**config.mk**
```make
export PLATFORM = sky130hd
export DESIGN_NAME = uncache_dm
export DESIGN_NICKNAME = d
export VERILOG_FILES = /design/src/rtl/uncache_dm.sv
export SDC_FILE = /design/constraint.sdc
export NUM_CORES = 1
export LEC_CHECK = 0
export BUFFER_PORTS_ARGS = -buffer_cell sky130_fd_sc_hd__buf_2
export CELL_PAD_IN_SITES_DETAIL_PLACEMENT = 1
export CELL_PAD_IN_SITES_GLOBAL_PLACEMENT = 2
export CORE_AREA = 3 3 174 108
export CTS_CLUSTER_SIZE = 30
export DETAILED_ROUTE_END_ITERATION = 8
export DIE_AREA = 0 0 177 111
export GPL_ROUTABILITY_DRIVEN = 0
export PLACE_DENSITY = 0.9
export SYNTH_ARGS = -nofsm -noshare
export SYNTH_HDL_FRONTEND = slang
export SYNTH_SLANG_ARGS = --single-unit
```
**constraint.sdc**
```tcl
create_clock -name clk -period 3.5 [get_ports clk]
set_input_delay 0.7 -clock clk [delete_from_list [all_inputs] [get_ports clk]]
set_output_delay 0.7 -clock clk [all_outputs]
set_load 0.1 [all_outputs]
```
**src/rtl/uncache_dm.sv**
```systemverilog
// -----------------------------------------------------------------------------
// uncache_dm
//   Uncached data-memory access engine for the MEM stage. It takes one MEM1
//   request at a time (the uncached window, Paddr[31:16] == 16'h1faf). For
//   each request it issues one single-beat read or write on the uncache side
//   of the data-memory bus mux. Load data is returned to MEM2 on rdata.
//
//   Build option:
//     UNCACHE_WBUF_EN  - when defined, a one-entry posted-write buffer drives
//                        the write channel. A store completes as soon as it is
//                        parked in the buffer, and loads wait until the buffer
//                        has drained, so a read never overtakes a buffered
//                        write. When undefined, a store completes only when
//                        the bus accepts it, and wb_empty is tied high.
//
//   Ports:
//     clk, rst                  clock, synchronous active-low reset
//     valid/op/addr/size/
//       wstrb/wdata             MEM1 request; valid is held until accepted
//     data_ok                   engine free (IDLE, no request) or completion
//                               pulse (one cycle per accepted request)
//     rdata                     last completed load result
//     rd_req/rd_type/rd_addr/
//       rd_rdy                  bus read request channel
//     ret_valid/ret_last/
//       ret_data                bus read return channel
//     wr_req/wr_type/wr_addr/
//       wr_wstrb/wr_data/wr_rdy bus write request channel
//     wb_empty                  posted-write buffer empty
// -----------------------------------------------------------------------------
module uncache_dm #(
    parameter int AW = 32,
    parameter int DW = 32
) (
    input  logic          clk,
    input  logic          rst,

    // MEM1 request side
    input  logic          valid,
    input  logic          op,
    input  logic [AW-1:0] addr,
    input  logic [1:0]    size,
    input  logic [3:0]    wstrb,
    input  logic [DW-1:0] wdata,
    output logic          data_ok,
    output logic [DW-1:0] rdata,

    // bus read channel
    output logic          rd_req,
    output logic [2:0]    rd_type,
    output logic [AW-1:0] rd_addr,
    input  logic          rd_rdy,
    input  logic          ret_valid,
    input  logic          ret_last,
    input  logic [DW-1:0] ret_data,

    // bus write channel
    output logic          wr_req,
    output logic [2:0]    wr_type,
    output logic [AW-1:0] wr_addr,
    output logic [3:0]    wr_wstrb,
    output logic [DW-1:0] wr_data,
    input  logic          wr_rdy,
    output logic          wb_empty
);

    typedef enum logic [2:0] {
        IDLE    = 3'd0,
        RD_REQ  = 3'd1,
        RD_WAIT = 3'd2,
        WR_REQ  = 3'd3,
        DONE    = 3'd4
    } state_t;

    state_t state, state_nxt;

    // Latched request; the MEM1 inputs may change once the request is taken.
    logic [AW-1:0] req_addr;
    logic [1:0]    req_size;
    logic [3:0]    req_wstrb;
    logic [DW-1:0] req_wdata;
    logic [DW-1:0] rdata_q;

    logic accept;
    logic rd_fire;
    logic ret_done;

    // DONE doubles as an accept state so back-to-back requests skip IDLE.
    assign accept   = valid && ((state == IDLE) || (state == DONE));
    assign rd_fire  = rd_req && rd_rdy;
    assign ret_done = (state == RD_WAIT) && ret_valid && ret_last;

`ifdef UNCACHE_WBUF_EN
    // ------------------------------------------------------------------
    // One-entry posted-write buffer
    // ------------------------------------------------------------------
    logic          wb_valid;
    logic [AW-1:0] wb_addr;
    logic [1:0]    wb_size;
    logic [3:0]    wb_wstrb;
    logic [DW-1:0] wb_data;
    logic          wb_free;
    logic          wb_load_new;
    logic          wb_load_held;

    // The slot is usable this cycle if empty or if its entry is being
    // accepted by the bus right now.
    assign wb_free      = !wb_valid || wr_rdy;
    // A store at accept time writes the slot straight from the MEM1 inputs;
    // a store that had to wait in WR_REQ writes it from the latched copy.
    assign wb_load_new  = accept && op && wb_free;
    assign wb_load_held = (state == WR_REQ) && wb_free;

    always_ff @(posedge clk) begin
        if (!rst) begin
            wb_valid <= 1'b0;
            wb_addr  <= '0;
            wb_size  <= '0;
            wb_wstrb <= '0;
            wb_data  <= '0;
        end else if (wb_load_new) begin
            wb_valid <= 1'b1;
            wb_addr  <= addr;
            wb_size  <= size;
            wb_wstrb <= wstrb;
            wb_data  <= wdata;
        end else if (wb_load_held) begin
            wb_valid <= 1'b1;
            wb_addr  <= req_addr;
            wb_size  <= req_size;
            wb_wstrb <= req_wstrb;
            wb_data  <= req_wdata;
        end else if (wb_valid && wr_rdy) begin
            wb_valid <= 1'b0;
        end
    end

    assign wr_req   = wb_valid;
    assign wr_type  = {1'b0, wb_size};
    assign wr_addr  = wb_addr;
    assign wr_wstrb = wb_wstrb;
    assign wr_data  = wb_data;
    assign wb_empty = !wb_valid;

    // A load holds off while a write is still buffered.
    assign rd_req   = (state == RD_REQ) && !wb_valid;
`else
    // ------------------------------------------------------------------
    // Direct write channel: the store itself is the bus request
    // ------------------------------------------------------------------
    assign wr_req   = (state == WR_REQ);
    assign wr_type  = {1'b0, req_size};
    assign wr_addr  = req_addr;
    assign wr_wstrb = req_wstrb;
    assign wr_data  = req_wdata;
    assign wb_empty = 1'b1;

    assign rd_req   = (state == RD_REQ);
`endif

    assign rd_type = {1'b0, req_size};
    assign rd_addr = req_addr;
    assign rdata   = rdata_q;

    // Free when idle with nothing pending, and a one-cycle completion pulse
    // in DONE. The first term makes this combinational from valid.
    assign data_ok = ((state == IDLE) && !valid) || (state == DONE);

    // ------------------------------------------------------------------
    // State register
    // ------------------------------------------------------------------
    // NOTE: sequential state is updated with non-blocking assignments so
    // every flop samples pre-edge values regardless of block ordering.
    always_ff @(posedge clk) begin
        if (!rst) begin
            state <= IDLE;
        end else begin
            state <= state_nxt;
        end
    end

    // ------------------------------------------------------------------
    // Next-state logic
    // ------------------------------------------------------------------
    // NOTE: state_nxt gets a default before the case so that no path
    // leaves it unassigned, which would infer a latch.
    always_comb begin
        state_nxt = state;
        unique case (state)
            IDLE, DONE: begin
                if (valid) begin
                    if (op) begin
`ifdef UNCACHE_WBUF_EN
                        state_nxt = wb_free ? DONE : WR_REQ;
`else
                        state_nxt = WR_REQ;
`endif
                    end else begin
                        state_nxt = RD_REQ;
                    end
                end else begin
                    state_nxt = IDLE;
                end
            end
            RD_REQ: begin
                if (rd_fire) begin
                    state_nxt = RD_WAIT;
                end
            end
            RD_WAIT: begin
                // Non-last beats are dropped; only the last beat completes.
                if (ret_valid && ret_last) begin
                    state_nxt = DONE;
                end
            end
            WR_REQ: begin
`ifdef UNCACHE_WBUF_EN
                if (wb_free) begin
                    state_nxt = DONE;
                end
`else
                // The write counts as complete once the bus accepts it.
                if (wr_rdy) begin
                    state_nxt = DONE;
                end
`endif
            end
            default: begin
                state_nxt = IDLE;
            end
        endcase
    end

    // ------------------------------------------------------------------
    // Request latch and load result
    // ------------------------------------------------------------------
    // NOTE: these are plain data flops, not a memory array. They are reset
    // so that bus outputs read zero out of reset.
    always_ff @(posedge clk) begin
        if (!rst) begin
            req_addr  <= '0;
            req_size  <= '0;
            req_wstrb <= '0;
            req_wdata <= '0;
        end else if (accept) begin
            req_addr  <= addr;
            req_size  <= size;
            req_wstrb <= wstrb;
            req_wdata <= wdata;
        end
    end

    // rdata keeps the last load result; stores leave it alone.
    always_ff @(posedge clk) begin
        if (!rst) begin
            rdata_q <= '0;
        end else if (ret_done) begin
            rdata_q <= ret_data;
        end
    end

    // ------------------------------------------------------------------
    // Bus protocol properties
    // ------------------------------------------------------------------
    a_no_overlap : assert property (@(posedge clk) disable iff (!rst)
        !(rd_req && wr_req));

    a_rd_stable : assert property (@(posedge clk) disable iff (!rst)
        (rd_req && !rd_rdy) |=> (rd_req && $stable(rd_addr) && $stable(rd_type)));

endmodule

```
==> results of run 1 <==
==> stage by stage <==
step / total power, mW / util [%] / setup WS (ns) / cell area (µm²)
floorplan: 2.55 / - / 0.805 / 4480
global placement: 2.71 / 32.0 / 1.26 / 5500
detailed placement: 2.72 / 32.0 / 1.25 / 5500
CTS: 3.76 / 33.7 / 0.870 / 5790
global route: 3.87 / 33.7 / 0.800 / 5790
finish: 3.68 / 33.7 / 0.899 / 5790
==> layer usage <==
layer | up-vias | GRT usage, % | routed length [µm]
li1 | 1960 | - | -
met1 | 1793 | 18.1 | 6320
met2 | 127 | 20.3 | 5920
met3 | 8 | 4.18 | 971
met4 | 2 | 2.51 | 72
met5 | - | 0 | 13
==> state kept, by name (all words and copies together) (netlist names) <==
signal	flops
rdata	32
wr_data	32
rd_addr	32
wr_wstrb	4
req_size	2
state	3
==> power breakdown <==
part | internal, mW | leakage, nW | switching (mW) | total [mW]
registers | 1.28 | 0.857 | 0.0575 | 1.34
clock network | 0.558 | 0.133 | 0.447 | 1.00
logic | 0.223 | 1.80 | 1.12 | 1.34
==> path summary, 6_finish.rpt <==
| check | startpoint | to | slack (ns) | depth (start not counted) |
|---|---|---|---|---|
| max | state[0]$_SDFFE_PN0P_ | rd_req | 0.90 | 3 |
| min | wr_data[2]$_SDFFE_PN0P_ | wr_data[2]$_SDFFE_PN0P_ | 0.45 | 2 |
| max reg2reg | state[0]$_SDFFE_PN0P_ | rd_addr[18]$_SDFFE_PN0P_ | 1.63 | 4 |
| min reg2reg | wr_data[2]$_SDFFE_PN0P_ | wr_data[2]$_SDFFE_PN0P_ | 0.45 | 2 |
==> synth_stat cells (3+ instances only) <==
cell type,instances
dfxtp_1,105
buf_6,8
clkbuf_8,5
mux2i_1,32
a21boi_1,70
nand2_1,207
buf_2,10
buf_12,3
buf_4,38
clkbuf_1,6
==> final cells by class <==
type                            instances  area share (%)
Sequential cell                       105            36.3
Clock buffer                           12            4.09
Timing Repair Buffer                  254            22.7
Inverter                                2           0.130
Tap cell                              234            5.06
Multi-Input combinational cell        329            30.7
Antenna cell                            1          0.0432
Clock inverter                          4           0.930
==> critical path, stage by stage, from the launching register on <==
cell,delay [ns]
dfxtp_1,0.56
or3b_2,0.51
inv_1,0.06
buf_2,0.42
==> kinds of logic after synthesis <==
logic type / count (synthesis) / share of synthesized area (%)
AOI/OAI and AO/OA: 76 / 12.6
muxes: 33 / 7.42
DFF: 105 / 47.1
other: 2 / 0.168
buffers and inverters: 75 / 13.6
and+or+nand+nor: 217 / 19.2
==> flow_summary.toml, run 1 <==
[logic_synthesis]
yosysTopAreaCellShare_pct = 47.1
synth_edf_count = 0
synth_cells = 508
ys_warn_count = 0
netlist_area_um2 = 4470
syn_area_per_cell_um2 = 8.79
synth-async-reset-ratio_pct = 0
synth.largest_area_cell = "dfxtp_1"
synth_cell_type_count = 30
synthFlopType = "dfxtp_1"
netlist_top_cells_area = "dfxtp_1, nand2_1, a21boi_1, mux2i_1, buf_4"
yosysSeqAreaShare_pct = 47.1
ys_seq_elements = 105

[route]
viasPerCell = 4.13
vias = 3890
ant_nets = 0
totalWireLength_um = 13300
dr.pass1.iters = 4
drtIter0Drc = 128
routedWlPerCell_um = 14.1
drc = 0

[cts]
cts_sinks = 105
htree_num_levels = 3
clk_path_buf_depth = 2
clock_latency_ns = 0.34
root_buffer = "clkbuf_16"
cts_hold_buf = 0
post_cts_buffers = 0
post_cts_resized = 0
cts_buffers = 9
clk_pin_slew_ns = 0.07
cts_tree = "done"

[layout]
seqCellArea_um2 = 2100
layout_common_cells = "buf_2, nand2_1, dfxtp_1"
multiInputGateArea_um2 = 1780
final_nets = 811
layout_commonest_cell = "buf_2"
area_growth_pct = 29.6
n_fill_cell = 2109
drive_gt1_share_pct = 39.0
final_cells = 941

[die]
ios = 252
die_w_um = 177
fp.dieArea_um2 = 19600
rows = 37
die_h_um = 111
start_util_pct = 26.0
coreArea_um2 = 17200

[sta]
tns_ns = 0
whs_ns = 0.450
hold_viol_final = 0
setup_violations = 0
period_share_pct = 74.3
rsz0062_at_grt = "false"
worst_slew_pin_slew_ns = 0.812
drv_slew = 0
clock_skew_ns = 0.00599
relSlewSlack_pct = 45.9
min_period_ns = 2.60
max_freq_mhz = 384

[power_and_ir_drop]
powerDensity_nw_per_um2 = 637
p_leak_nw = 2.79
ir_drop_v = 0.000230

[place]
io_buffers = 248
dp_hpwl_um = 10000
placed_cells = 924

[critical_path]
path_max_fanout = 11
arrival_ns = 1.90
cp.required_ns = 2.80
worstSetupStartpointType = "flip-flop"
endpoint_kind = "output port"
critical_path_class = "reg -> out"

[flow_run]
max_cap_violations = 0

[global_route]
antenna_found_initial = 2
first_global_vias = 3858
grt_pass1_wl_um = 20900
grt_max_degree = 90
grt.total_usage_pct = 13.1
gr-total-overflow = 0

[run_status]
status = "complete, no violations"

[hold_path]
min_path_type = "reg -> reg"
Power figures use the tool's default switching activity.
==> run 2: changes to the inputs <==
CORE_AREA = 3 3 181 112   (was 3 3 174 108)
DIE_AREA = 0 0 184 115   (was 0 0 177 111)
PLACE_DENSITY = 0.85   (was 0.9)
clock period = 2.7 ns   (was 3.5 ns; I/O delays follow)
==> run 2 against run 1 <==
  * Worst hold slack worse by 0.031 ns
  * Clock power up 29%
  * Worst setup slack worse by 0.67 ns
  * Combinational power up 30%
  * Global-route usage down 0.89 points
==> flow_summary.toml, run 2 (synthesis gave the netlist of run 1 again) <==
[power_and_ir_drop]
intPower_mw = 2.61
powerDensity_nw_per_um2 = 819
power_frac_comb_pct = 36.6
clkPwrFrac_pct = 27.0
p_sw_mw = 2.15
switching_share_pct = 45.2
seq_power_share_pct = 36.4
ir_drop_v = 0.000317
p_leak_nw = 2.81

[layout]
drive_gt1_share_pct = 39.5
insertedDiodeCount = 0
final_nets = 812
area_growth_pct = 30.2
final_util_pct = 30.9
multiInputGateArea_um2 = 1780
final_cell_area_um2 = 5820
layout_commonest_cell = "buf_2"
n_fill_cell = 2330
seqCellArea_um2 = 2100
layout_common_cells = "buf_2, nand2_1, dfxtp_1"

[die]
start_util_pct = 23.7
coreArea_um2 = 18800
ios = 252
fp.dieArea_um2 = 21200
die_w_um = 184
die_h_um = 115
rows = 39

[critical_path]
critPathSlowestCell = "dfxtp_1"
critPathTopFamily = "flip-flops"
critical_path_class = "reg -> out"
endpoint_kind = "output port"
path_max_fanout = 11
cp_num_buf_inv = 2
crit_path_max_incr_delay_ns = 0.58
path_cells = "or3b_2, inv_1, buf_2"
cp.required_ns = 2.16
worstSetupStartpointType = "flip-flop"
arrival_ns = 1.93

[cts]
cts_sinks = 105
clock_latency_ns = 0.35
clk_pin_slew_ns = 0.08
root_buffer = "clkbuf_16"
clk_path_buf_depth = 2
post_cts_resized = 0
cts_hold_buf = 0
post_cts_buffers = 0
htree_num_levels = 3
cts_tree = "done"
cts_buffers = 9

[sta]
worst_slew_pin_slew_ns = 0.595
drv_slew = 0
rsz0062_at_grt = "false"
min_period_ns = 2.47
relSlewSlack_pct = 60.3
hold_viol_final = 0
period_share_pct = 91.5
max_freq_mhz = 405
tns_ns = 0
setup_violations = 0
clock_skew_ns = 0.00749

[global_route]
antenna_found_initial = 1
gr-total-overflow = 0
first_global_vias = 3924
grt_max_degree = 52
grt.total_usage_pct = 12.3
grt_pass1_wl_um = 20800

[run_status]
status = "complete, no violations"

[route]
totalWireLength_um = 13400
vias = 3914
viasPerCell = 4.11
drtIter0Drc = 135
ant_nets = 0
drc = 0
routedWlPerCell_um = 14.1
dr.pass1.iters = 4

[place]
placed_area_um2 = 5530
io_buffers = 248
dp_hpwl_um = 9950

[flow_run]
max_cap_violations = 0

[hold_path]
min_path_type = "in -> reg"
run 2: cell types whose count changed in the layout (fill, tap and decap cells not counted), sizes merged:
cell,before,now
buf,254,255
clkinv,1,2
inv,2,5
clkbuf,12,10
bufinv,1,0
diode,1,0
clkinvlp,2,1
run 2: worst paths after layout:
check                                start                  endpoint  slack (ns)  depth (start not counted)
setup / recovery     state[0]$_SDFFE_PN0P_                    rd_req        0.23                          3
hold / removal                   wdata[13]  wr_data[13]$_SDFFE_PN0P_        0.42                          3
setup reg to reg     state[0]$_SDFFE_PN0P_     state[0]$_SDFFE_PN0P_        0.86                          4
hold reg to reg   wr_data[10]$_SDFFE_PN0P_  wr_data[10]$_SDFFE_PN0P_        0.45                          2
run 2: metrics by stage:
| stage | worst slack (ns) | cells | power (mW) | hold WS, ns |
|---|---|---|---|---|
| after floorplan | 0.325 | 509 | 3.30 | 0.561 |
| after global placement | 0.622 | 937 | 3.52 | 0.439 |
| after detailed placement | 0.595 | 937 | 3.53 | 0.443 |
| after CTS | 0.202 | 953 | 4.86 | 0.400 |
| after global routing | 0.143 | 953 | 5.00 | 0.408 |
| final | 0.229 | 953 | 4.76 | 0.418 |
run 2: area by class of cell:
type,instances,area share (%)
Clock buffer,10,4.11
Tap cell,246,5.29
Multi-Input combinational cell,329,30.6
Clock inverter,6,0.817
Sequential cell,105,36.1
Inverter,2,0.129
Timing Repair Buffer,255,22.9
run 2: power groups by stage:
stage          Combinational, mW  Sequential, mW  Clock (mW)
6_report                    1.74            1.73        1.29
5_1_grt                     1.83            1.75        1.42
4_1_cts                     1.77            1.73        1.36
3_5_place_dp                1.77            1.77           0
3_3_place_gp                1.76            1.76           0
2_1_floorplan              0.790            2.51           0
run 2: metal layers:
metal | global-route usage (%) | wire (µm)
met1 | 16.0 | 6240
met5 | 0 | 8
met4 | 2.72 | 124
met3 | 5.28 | 1210
met2 | 18.9 | 5830
run 2: worst register-to-register path, cell delays in order, from the launching register on:
cell     delay, ns
dfxtp_1       0.58
or3b_2        0.58
buf_12        0.32
o21ai_1       0.09
and3_1        0.17
